$ cat src/rtl/fb_rect_writer_if.sv
// Rectangle command, pixel stream and SDRAM write-FIFO port bundle
// for the framebuffer rectangle writer.
interface fb_rect_writer_if #(
  parameter int PIX_W  = 24,
  parameter int ADDR_W = 21
);
  logic              cmd_valid;
  logic              cmd_ready;
  logic [15:0]       cmd_x;
  logic [15:0]       cmd_y;
  logic [15:0]       cmd_w;
  logic [15:0]       cmd_h;
  logic              cmd_mode;
  logic [PIX_W-1:0]  cmd_color;
  logic              pix_valid;
  logic              pix_ready;
  logic [PIX_W-1:0]  pix_data;
  logic              mem_ready;
  logic              wr_load;
  logic [ADDR_W-1:0] wr_min_addr;
  logic [ADDR_W-1:0] wr_max_addr;
  logic              wr_en;
  logic [PIX_W-1:0]  wr_data;
  logic              busy;
  logic              done;
  logic              err;

  modport master (
    output cmd_valid, cmd_x, cmd_y, cmd_w, cmd_h,
    output cmd_mode, cmd_color,
    output pix_valid, pix_data, mem_ready,
    input  cmd_ready, pix_ready,
    input  wr_load, wr_min_addr, wr_max_addr,
    input  wr_en, wr_data, busy, done, err
  );

  modport slave (
    input  cmd_valid, cmd_x, cmd_y, cmd_w, cmd_h,
    input  cmd_mode, cmd_color,
    input  pix_valid, pix_data, mem_ready,
    output cmd_ready, pix_ready,
    output wr_load, wr_min_addr, wr_max_addr,
    output wr_en, wr_data, busy, done, err
  );
endinterface

$ cat src/rtl/fb_rect_writer.sv
// Writes a clipped rectangle (solid fill or streamed pixels) into the
// framebuffer through the SDRAM write-FIFO, one row per FIFO load.
module fb_rect_writer #(
  parameter int H_DISP    = 1024,
  parameter int V_DISP    = 600,
  parameter int PIX_W     = 24,
  parameter int ADDR_W    = 21,
  parameter int WE_DIV    = 2,
  parameter int FLUSH_CYC = 16
) (
  input logic            clk,
  input logic            rst_n,
  fb_rect_writer_if.slave bus
);

  typedef enum logic [1:0] {
    IDLE,
    LOAD,
    WRITE,
    FLUSH
  } state_t;

  localparam logic [31:0] HD = 32'(H_DISP);
  localparam logic [31:0] VD = 32'(V_DISP);
  localparam logic [15:0] DIV_LAST = 16'(WE_DIV - 1);
  localparam logic [15:0] FL_LAST  = 16'(FLUSH_CYC - 1);

  state_t st, nx;

  logic              mode;
  logic [PIX_W-1:0]  color;
  logic [15:0]       clip_w;
  logic [15:0]       rows_left;
  logic [15:0]       col_cnt;
  logic [15:0]       div_cnt;
  logic [15:0]       flush_cnt;
  logic [ADDR_W-1:0] row_addr;
  logic              err_q;
  logic              done_q;

  logic [31:0]       x32, y32, w32, h32;
  logic [31:0]       room_w, room_h;
  logic [15:0]       cw, ch;
  logic [ADDR_W-1:0] base;
  logic              bad, accept, abort;
  logic              slot, last_pix, last_row;
  logic              wr_en, wr_load;

  assign x32 = 32'(bus.cmd_x);
  assign y32 = 32'(bus.cmd_y);
  assign w32 = 32'(bus.cmd_w);
  assign h32 = 32'(bus.cmd_h);

  assign bad = (x32 >= HD) || (y32 >= VD) ||
               (w32 == 32'd0) || (h32 == 32'd0);

  // room_* only meaningful when the origin is on screen
  assign room_w = HD - x32;
  assign room_h = VD - y32;
  assign cw = (w32 < room_w) ? bus.cmd_w : 16'(room_w);
  assign ch = (h32 < room_h) ? bus.cmd_h : 16'(room_h);
  assign base = ADDR_W'(y32 * HD + x32);

  assign accept = bus.cmd_valid && bus.cmd_ready;
  assign abort  = (st != IDLE) && !bus.mem_ready;

  assign slot = (st == WRITE) && (div_cnt == DIV_LAST) &&
                bus.mem_ready;
  assign wr_en   = slot && (!mode || bus.pix_valid);
  assign wr_load = (st == LOAD) && bus.mem_ready;

  assign last_pix = (col_cnt == clip_w - 16'd1);
  assign last_row = (rows_left == 16'd1);

  assign bus.cmd_ready = rst_n && (st == IDLE) && bus.mem_ready;
  assign bus.busy      = (st != IDLE);
  assign bus.pix_ready = slot && mode;
  assign bus.wr_en     = wr_en;
  assign bus.wr_load   = wr_load;
  assign bus.wr_data   = !wr_en ? '0 :
                         mode ? bus.pix_data : color;
  assign bus.wr_min_addr = wr_load ? row_addr : '0;
  assign bus.wr_max_addr = wr_load ?
                           row_addr + ADDR_W'(clip_w) : '0;
  assign bus.done = done_q;
  assign bus.err  = err_q;

  always_ff @(posedge clk or negedge rst_n) begin
    if (!rst_n) st <= IDLE;
    else        st <= nx;
  end

  always_comb begin
    nx = st;
    unique case (1'b1)
      (st == IDLE):
        if (accept && !bad) nx = LOAD;
      (st == LOAD):
        nx = WRITE;
      (st == WRITE):
        if (wr_en && last_pix) nx = FLUSH;
      (st == FLUSH):
        if (flush_cnt == FL_LAST)
          nx = last_row ? IDLE : LOAD;
      default:
        nx = IDLE;
    endcase
    if (abort) nx = IDLE;
  end

  always_ff @(posedge clk or negedge rst_n) begin
    if (!rst_n) begin
      mode      <= 1'b0;
      color     <= '0;
      clip_w    <= '0;
      rows_left <= '0;
      col_cnt   <= '0;
      div_cnt   <= '0;
      flush_cnt <= '0;
      row_addr  <= '0;
      err_q     <= 1'b0;
      done_q    <= 1'b0;
    end else begin
      err_q  <= (accept && bad) || abort;
      done_q <= (st == FLUSH) && (nx == IDLE) && !abort;
      if (accept && !bad) begin
        mode      <= bus.cmd_mode;
        color     <= bus.cmd_color;
        clip_w    <= cw;
        rows_left <= ch;
        row_addr  <= base;
      end
      if (st == LOAD) begin
        div_cnt <= '0;
        col_cnt <= '0;
      end
      if (st == WRITE) begin
        div_cnt <= (div_cnt == DIV_LAST) ?
                   16'd0 : div_cnt + 16'd1;
        if (wr_en) col_cnt <= col_cnt + 16'd1;
        if (nx == FLUSH) flush_cnt <= '0;
      end
      if (st == FLUSH) begin
        flush_cnt <= flush_cnt + 16'd1;
        if (flush_cnt == FL_LAST) begin
          row_addr  <= row_addr + ADDR_W'(H_DISP);
          rows_left <= rows_left - 16'd1;
        end
      end
    end
  end

endmodule
$ cat src/flat_wrapper.sv
// flat-port wrapper written by rule: the top's interface ports become plain ports
module fb_rect_writer_flat 
#(
  parameter int H_DISP    = 1024,
  parameter int V_DISP    = 600,
  parameter int PIX_W     = 24,
  parameter int ADDR_W    = 21,
  parameter int WE_DIV    = 2,
  parameter int FLUSH_CYC = 16
)
  (clk, rst_n, bus_cmd_valid, bus_cmd_x, bus_cmd_y, bus_cmd_w, bus_cmd_h, bus_cmd_mode, bus_cmd_color, bus_pix_valid, bus_pix_data, bus_mem_ready, bus_cmd_ready, bus_pix_ready, bus_wr_load, bus_wr_min_addr, bus_wr_max_addr, bus_wr_en, bus_wr_data, bus_busy, bus_done, bus_err);
  fb_rect_writer_if #(.PIX_W(PIX_W), .ADDR_W(ADDR_W)) bus_i ();
  input logic clk;
  input logic rst_n;
  input wire logic [$bits(bus_i.cmd_valid)-1:0] bus_cmd_valid;
  input wire logic [$bits(bus_i.cmd_x)-1:0] bus_cmd_x;
  input wire logic [$bits(bus_i.cmd_y)-1:0] bus_cmd_y;
  input wire logic [$bits(bus_i.cmd_w)-1:0] bus_cmd_w;
  input wire logic [$bits(bus_i.cmd_h)-1:0] bus_cmd_h;
  input wire logic [$bits(bus_i.cmd_mode)-1:0] bus_cmd_mode;
  input wire logic [$bits(bus_i.cmd_color)-1:0] bus_cmd_color;
  input wire logic [$bits(bus_i.pix_valid)-1:0] bus_pix_valid;
  input wire logic [$bits(bus_i.pix_data)-1:0] bus_pix_data;
  input wire logic [$bits(bus_i.mem_ready)-1:0] bus_mem_ready;
  output wire logic [$bits(bus_i.cmd_ready)-1:0] bus_cmd_ready;
  output wire logic [$bits(bus_i.pix_ready)-1:0] bus_pix_ready;
  output wire logic [$bits(bus_i.wr_load)-1:0] bus_wr_load;
  output wire logic [$bits(bus_i.wr_min_addr)-1:0] bus_wr_min_addr;
  output wire logic [$bits(bus_i.wr_max_addr)-1:0] bus_wr_max_addr;
  output wire logic [$bits(bus_i.wr_en)-1:0] bus_wr_en;
  output wire logic [$bits(bus_i.wr_data)-1:0] bus_wr_data;
  output wire logic [$bits(bus_i.busy)-1:0] bus_busy;
  output wire logic [$bits(bus_i.done)-1:0] bus_done;
  output wire logic [$bits(bus_i.err)-1:0] bus_err;
  assign bus_i.cmd_valid = bus_cmd_valid;
  assign bus_i.cmd_x = bus_cmd_x;
  assign bus_i.cmd_y = bus_cmd_y;
  assign bus_i.cmd_w = bus_cmd_w;
  assign bus_i.cmd_h = bus_cmd_h;
  assign bus_i.cmd_mode = bus_cmd_mode;
  assign bus_i.cmd_color = bus_cmd_color;
  assign bus_i.pix_valid = bus_pix_valid;
  assign bus_i.pix_data = bus_pix_data;
  assign bus_i.mem_ready = bus_mem_ready;
  assign bus_cmd_ready = bus_i.cmd_ready;
  assign bus_pix_ready = bus_i.pix_ready;
  assign bus_wr_load = bus_i.wr_load;
  assign bus_wr_min_addr = bus_i.wr_min_addr;
  assign bus_wr_max_addr = bus_i.wr_max_addr;
  assign bus_wr_en = bus_i.wr_en;
  assign bus_wr_data = bus_i.wr_data;
  assign bus_busy = bus_i.busy;
  assign bus_done = bus_i.done;
  assign bus_err = bus_i.err;
  fb_rect_writer #(.H_DISP(H_DISP), .V_DISP(V_DISP), .PIX_W(PIX_W), .ADDR_W(ADDR_W), .WE_DIV(WE_DIV), .FLUSH_CYC(FLUSH_CYC)) u_core (.clk(clk), .rst_n(rst_n), .bus(bus_i));
endmodule
$ cat config.mk
export PLATFORM = sky130hd
export DESIGN_NAME = fb_rect_writer_flat
export DESIGN_NICKNAME = d
export VERILOG_FILES = /design/src/rtl/fb_rect_writer_if.sv /design/src/rtl/fb_rect_writer.sv /design/src/flat_wrapper.sv
export SDC_FILE = /design/constraint.sdc
export NUM_CORES = 1
export LEC_CHECK = 0
export CELL_PAD_IN_SITES_DETAIL_PLACEMENT = 2
export CELL_PAD_IN_SITES_GLOBAL_PLACEMENT = 2
export CORE_MARGIN = 5
export CORE_UTILIZATION = 25
export CTS_CLUSTER_DIAMETER = 200
export DETAILED_ROUTE_END_ITERATION = 12
export HOLD_SLACK_MARGIN = 0.02
export PLACE_DENSITY_LB_ADDON = 0.1
export SLEW_MARGIN = 25
export SYNTH_ARGS = -nofsm -noshare
export SYNTH_HDL_FRONTEND = slang
export SYNTH_SLANG_ARGS = --single-unit
$ cat constraint.sdc
create_clock -name clk -period 4.7 [get_ports clk]
set_clock_uncertainty 0.1 [all_clocks]
set_input_delay 1.41 -clock clk [delete_from_list [all_inputs] [get_ports clk]]
set_output_delay 1.41 -clock clk [all_outputs]
set_load 0.05 [all_outputs]
Word-level counts from Yosys, hierarchy flattened
Index checks and enable logic that the tools add are counted.
Storage, ports and cells
  flip-flop bits (word level): 130
  output and inout bits: 73
Cells by class
  add/sub/neg operators: 10
  $lt $le $gt $ge: 4
  eq/ne operators: 8
  multiplexer cells: 27
  reduce and logical (&&, ||, !) cells: 32
Operator list (count)
  two-way mux 16 bit: 14
  two-way mux 21 bit: 5
  zero test 32 bit: 2
  less-than comparator 16 x 32 -> 1 bit: 2
  adder 16 x 1 -> 16 bit (second input constant): 3
  two-way mux 24 bit: 2
  adder 21 x 16 -> 21 bit: 2
  equality test 16 x 1 -> 1 bit (second input constant): 2
  subtractor 16 x 1 -> 16 bit (second input constant): 2
  adder 21 x 11 -> 21 bit (second input constant): 1
  subtractor 10 x 16 -> 17 bit (first input constant): 1
  subtractor 11 x 16 -> 17 bit (first input constant): 1
  equality test 16 bit: 1
  equality test 16 x 4 -> 1 bit (second input constant): 1
  >= comparator 16 x 10 -> 1 bit (second input constant): 1
  >= comparator 16 x 11 -> 1 bit (second input constant): 1
  logical AND 1 bit: 14
  two-way mux 2 bit: 4
  case mux 2 bit (4 select lines): 1
  nonzero test 2 bit: 4
  equality test 2 bit (second input constant): 3
  logical OR 1 bit: 5
  zero test 1 bit: 4
  zero test 2 bit: 2
  other kinds (3): 3

Longest topological paths before layout
Gate-level depths: netlist of the first run.
  depth in word-level cells: 13
  gate-level depth with buffers: 16

Least setup slack after synthesis of the first run
Ideal clock, no wire load.
  path type: input-to-reg
  start point: in bus_cmd_y[6]
  end point: reg u_core.rows_left[0]
  setup time: 0.139 ns
  arrival: 4.499 ns
  required time: 4.461 ns
  slack: -0.038 ns
  stages: 14
  path buffers: 2
  cell sequence: clkbuf_1 nand2_1 o311ai_1 nor2b_1 xor2_1 ha_1 a21o_1 a21o_1 a21oi_1 nor2_1 a21oi_1 clkbuf_1 mux2i_1 o221ai_1
Between the ends
  word-level cells in the longest chain between the ends: 9
  elaborated cells on any way between the ends: 12
RTL lines
  from (decl): line flat_wrapper.sv:17  | input wire logic [$bits(bus_i.cmd_y)-1:0] bus_cmd_y;
  branches (longest 6 deep; another with less-than comparator 16 x 32 -> 1 bit)
  two-way mux 16 bit *: line fb_rect_writer.sv:126  | if (accept && !bad) begin
  two-way mux 16 bit: line fb_rect_writer.sv:145  | if (flush_cnt == FL_LAST) begin
  two-way mux 16 bit *: line fb_rect_writer.sv:143  | if (st == FLUSH) begin
  to (signal assigned): line fb_rect_writer.sv:130  | rows_left <= ch;
  to (signal assigned): line fb_rect_writer.sv:147  | rows_left <= rows_left - 16'd1;
  to (decl): line fb_rect_writer.sv:33  | logic [15:0] rows_left;
Every way passes the cells marked *.
A chain may end at the register's enable or synchronous reset.

Final worst setup path of the first run
  start point: reg u_core.row_addr[2]
  end point: out bus_wr_max_addr[19]
Between the ends
  word-level cells in the longest chain between the ends: 2
RTL lines
  from (decl): line fb_rect_writer.sv:37  | logic [ADDR_W-1:0] row_addr;
  from (signal assigned): line fb_rect_writer.sv:131  | row_addr <= base;
  from (signal assigned): line fb_rect_writer.sv:146  | row_addr <= row_addr + ADDR_W'(H_DISP);
  adder 21 x 16 -> 21 bit: line fb_rect_writer.sv:84  | row_addr + ADDR_W'(clip_w) : '0;
  two-way mux 21 bit: line fb_rect_writer.sv:83  | assign bus.wr_max_addr = wr_load ?
  to (decl): line flat_wrapper.sv:29  | output wire logic [$bits(bus_i.wr_max_addr)-1:0] bus_wr_max_addr;
No other way between the ends.

==> results.md, run 1 <==
- Type of the most critical hold path: flip-flop to flip-flop
- Site row count: 73
- Maximum fanout along the worst path: 4
- Part of the Yosys area used for sequential elements: 0.3205
- DRC viols: 0
- Number of buffers inserted for hold repair after clock tree synthesis: 0
- Unrepaired setup endpoints after global routing: true
- Depth of the worst register-to-register path: 11
- Syn Std Cell Area: approximately 10,000 sq um
- Number of flops mapped to enable cells by yosys: 0
- Antenna diode count: 0
- Placed insts: between 2,000 and 2,500
- R2R Setup Slk: about 1.4 ns
- Worst Hold Depth: 2
- Rel. slew slack: 0.4851
- Number of I/O pins: ~190
- Clock buffers created by TritonCTS: 17
- Power density over cell area: just under 200 nW/um^2
- Effective utilization at floorplan: 0.2543
- Post-route clock period utilization: 0.9798
- Worst-case vdd ir drop: ~0.22 mV
- Dpl hpwl: roughly 34 mm
- Total wire length: approximately 43 mm
- Setup TNS Final: 0 ns
- GR Util met3: 0.03794
- PortBufs: 190
- Vias per cell: 5.060
- WP data required: about 3.2 ns
- Origin of the worst min-delay path: u_core.color[16]
- Initial drt markers: 288
- Global route overflow: 0
- Htree depth: 4
- Worst path arrival time: between 3 and 4 ns
- Yosys Warn Count: 0
- Final antenna-violating net count: 0
- Busiest grt layer: met2
- Drt first pass iters: 4
- Vias in the first global route: 11,570
- Startpoint type of the worst setup path: flip-flop
- Hold violation count in the final report: 0
- Global routing usage summed across all routing layers: 0.1901
- Number of sinks on the clock net: between 100 and 150
- Post-route non-filler standard cell count: roughly 2,000
- Mean cell area of the mapped netlist: approximately 8.2 sq um
- TritonCTS clock tree: yes
- Routability-driven placement congestion ratio: 0.8364
- Final-stage net count: approximately 1,700
- Top_reg_cell synth: sky130_fd_sc_hd__dfrtp_1
- Area leader, netlist: sky130_fd_sc_hd__dfrtp_1
- Max-capacitance violation count: 0
- Endpoints failing setup: 0
- Seq cells post-synth: 130
- Met2 track utilization from global routing: 0.3211
- Outcome: finished, final reports clean
- Launch point of the worst reg-to-reg path: u_core.clip_w[0]
- R2r endpoint: u_core.flush_cnt[15]
- WS Path Type: flip-flop to primary output
- Fraction of met1 tracks used by global routing: 0.2546
- Fin. max-slew vios: 0
- Pin count of the biggest net entering global routing: 66
- Maximum clock frequency: approximately 220 MHz
- Clock network latency to the later pin of the worst-skew pair: 0.44 ns
- CTS Root Buffer Type: sky130_fd_sc_hd__clkbuf_16
- Post-layout min period: 4.605 ns
- Share of cells above drive strength 1: 0.1833
- First-pass GRT wire length: 67.13 mm
- Hold worst-path end: u_core.color[16]
- Die outline width: 211.5 um
- Leak: 6.648 nW
- Share of flip-flops with an asynchronous set or reset after synthesis: 1.000
- Worst-path clk slew: 0.06 ns
- Area inside the core boundary: between 30,000 and 40,000 sq um
- Post-synthesis to final-layout area growth: 46.70%
- Y dimension of the die: about 210 um
- Total Die Area: between 40,000 and 50,000 sq um
- Antenna violations before repair: 0
- CTS max path bufs: 2
- Largest cells by area after synthesis: sky130_fd_sc_hd__dfrtp_1 32%, sky130_fd_sc_hd__ha_1 8.1%, sky130_fd_sc_hd__nand2_1 7.4%, sky130_fd_sc_hd__xor2_1 4.0%, sky130_fd_sc_hd__nor2_1 3.9%
- Routed wirelength normalized by instance count: about 21 um
- Slew of the pin with the lowest slew margin: around 0.77 ns
- Syn nets: ~1,400
- Area share of the largest cell type after synthesis: 0.3205
- Synth unique cells: 72
- Routed vias: 10,360
- Kind of capture point of the worst setup path: primary output
- Cells after Synth: between 1,000 and 1,500
cell usage in the layout (no fill, tap or decap), types with 13 or more instances in the layout:
| cell | instances |
|---|---|
| sky130_fd_sc_hd__nand3_1 | 46 |
| sky130_fd_sc_hd__o211ai_1 | 13 |
| sky130_fd_sc_hd__a21oi_1 | 51 |
| sky130_fd_sc_hd__dfrtp_1 | 124 |
| sky130_fd_sc_hd__xor2_1 | 46 |
| sky130_fd_sc_hd__buf_4 | 105 |
| sky130_fd_sc_hd__buf_12 | 77 |
| sky130_fd_sc_hd__xnor2_1 | 38 |
| sky130_fd_sc_hd__a211oi_1 | 17 |
| sky130_fd_sc_hd__nand2_1 | 199 |
| sky130_fd_sc_hd__inv_1 | 49 |
| sky130_fd_sc_hd__nor3b_1 | 15 |
| sky130_fd_sc_hd__clkbuf_16 | 17 |
| sky130_fd_sc_hd__mux2i_1 | 37 |
| sky130_fd_sc_hd__nor2_1 | 106 |
| sky130_fd_sc_hd__nor3_1 | 32 |
| sky130_fd_sc_hd__and3_1 | 36 |
| sky130_fd_sc_hd__nor4_1 | 24 |
| sky130_fd_sc_hd__o21ai_0 | 69 |
| sky130_fd_sc_hd__clkdlybuf4s50_1 | 118 |
| sky130_fd_sc_hd__nand4_1 | 18 |
| sky130_fd_sc_hd__ha_1 | 59 |
per-stage QoR:
stage               cell area [sq um]  hold WS [ns]  worst slack [ns]    util  total power [W]
CTS                             14700        0.3765         0.0009601  0.3684         0.002934
finish                          14890        0.3669           0.09502  0.3730         0.002889
global route                    14890        0.4026          -0.01142  0.3730         0.003023
detailed placement              14070        0.3617           -0.3046  0.3524         0.001544
floorplan                       10160        0.3380           0.04062       -         0.001282
global placement                14070        0.3553           -0.1358  0.3524         0.001534
area by class of cell:
type | count | area [sq um]
clock buffer | 20 | 456.7
fill | 4448 | 25030
clock inverter | 11 | 128.9
multi-input combinational | 1009 | 6656
tap | 525 | 656.9
inverter | 49 | 183.9
sequential | 130 | 3261
timing repair buffer | 303 | 3546
cell usage after synthesis, types with 12 or more instances:
| library cell | n |
|---|---|
| sky130_fd_sc_hd__nor4_1 | 25 |
| sky130_fd_sc_hd__xnor2_1 | 38 |
| sky130_fd_sc_hd__a211o_1 | 12 |
| sky130_fd_sc_hd__nand2_1 | 199 |
| sky130_fd_sc_hd__ha_1 | 66 |
| sky130_fd_sc_hd__a21oi_1 | 52 |
| sky130_fd_sc_hd__nor3b_1 | 15 |
| sky130_fd_sc_hd__nand4_1 | 18 |
| sky130_fd_sc_hd__nor2_1 | 106 |
| sky130_fd_sc_hd__nand3_1 | 46 |
| sky130_fd_sc_hd__xor2_1 | 46 |
| sky130_fd_sc_hd__clkbuf_1 | 46 |
| sky130_fd_sc_hd__o211ai_1 | 13 |
| sky130_fd_sc_hd__nor3_1 | 33 |
| sky130_fd_sc_hd__dfrtp_1 | 130 |
| sky130_fd_sc_hd__and3_1 | 36 |
| sky130_fd_sc_hd__o21ai_0 | 70 |
| sky130_fd_sc_hd__nand2b_1 | 12 |
| sky130_fd_sc_hd__inv_1 | 49 |
| sky130_fd_sc_hd__a211oi_1 | 17 |
| sky130_fd_sc_hd__a31oi_1 | 14 |
| sky130_fd_sc_hd__mux2i_1 | 37 |
critical path: stages, from the launching register on:
cell,delay [ns]
sky130_fd_sc_hd__dfrtp_2,0.44
sky130_fd_sc_hd__ha_4,0.31
sky130_fd_sc_hd__o21ai_0,0.08
sky130_fd_sc_hd__o21a_1,0.20
sky130_fd_sc_hd__o21a_1,0.21
sky130_fd_sc_hd__or4_4,0.57
sky130_fd_sc_hd__a31oi_4,0.21
sky130_fd_sc_hd__o2111ai_2,0.13
sky130_fd_sc_hd__mux2_4,0.34
sky130_fd_sc_hd__buf_12,0.15
state kept, by name, summed over array words and instances (netlist names):
name              flops
u_core.mode           1
u_core.div_cnt       16
u_core.st             2
u_core.col_cnt       16
u_core.color         24
u_core.bus.done       1
u_core.bus.err        1
u_core.row_addr      21
u_core.flush_cnt     16
u_core.clip_w        16
u_core.rows_left     16
cells by family after synthesis:
group | synth area share
flip-flops | 0.3205
XOR/XNOR | 0.07249
AND/OR/NAND/NOR | 0.2803
adder cells (fa/ha/maj) | 0.08531
AO/OA/AOI/OAI | 0.1541
multiplexers | 0.04537
buffers and inverters | 0.04191
timing repair:
item / CTS / global route
pin swaps: 0 / 5
buffers inserted: 0 / 8
resized for setup: 9 / 24
setup endpoints to repair: 6 / 21
routing by layer:
layer | share of wire | up-vias
met5 | 0 | -
met4 | 0.0082 | 0
met3 | 0.044 | 19
met2 | 0.48 | 161
met1 | 0.47 | 5203
li1 | - | 4974
power breakdown:
| group | internal (W) | leakage (nW) | switching (W) |
|---|---|---|---|
| combinational | 0.000204 | 4.71 | 0.000203 |
| clock | 0.000809 | 0.283 | 0.000552 |
| sequential | 0.00112 | 1.65 | 0.000000948 |
worst max path at each step:
stage	start	cells past startpoint	slack, ns	endpoint
2_1_floorplan	bus_mem_ready	4	0.04	bus_wr_max_addr[11]
3_3_place_gp	bus_cmd_y[1]	17	-0.14	u_core.rows_left[6]
3_5_place_dp	bus_cmd_y[1]	17	-0.30	u_core.rows_left[6]
4_1_cts	u_core.clip_w[2]	9	0.001	bus_wr_max_addr[19]
5_1_grt	u_core.clip_w[1]	9	-0.01	bus_wr_max_addr[19]
6_report	u_core.row_addr[2]	9	0.1	bus_wr_max_addr[19]
No activity file was read; power rests on OpenSTA's default activity.
==> run 2: changes to the inputs <==
- CTS_CLUSTER_DIAMETER: 200 -> 80
==> results of run 2 <==
Final layout, timing and power as in run 1 (identical DEF).
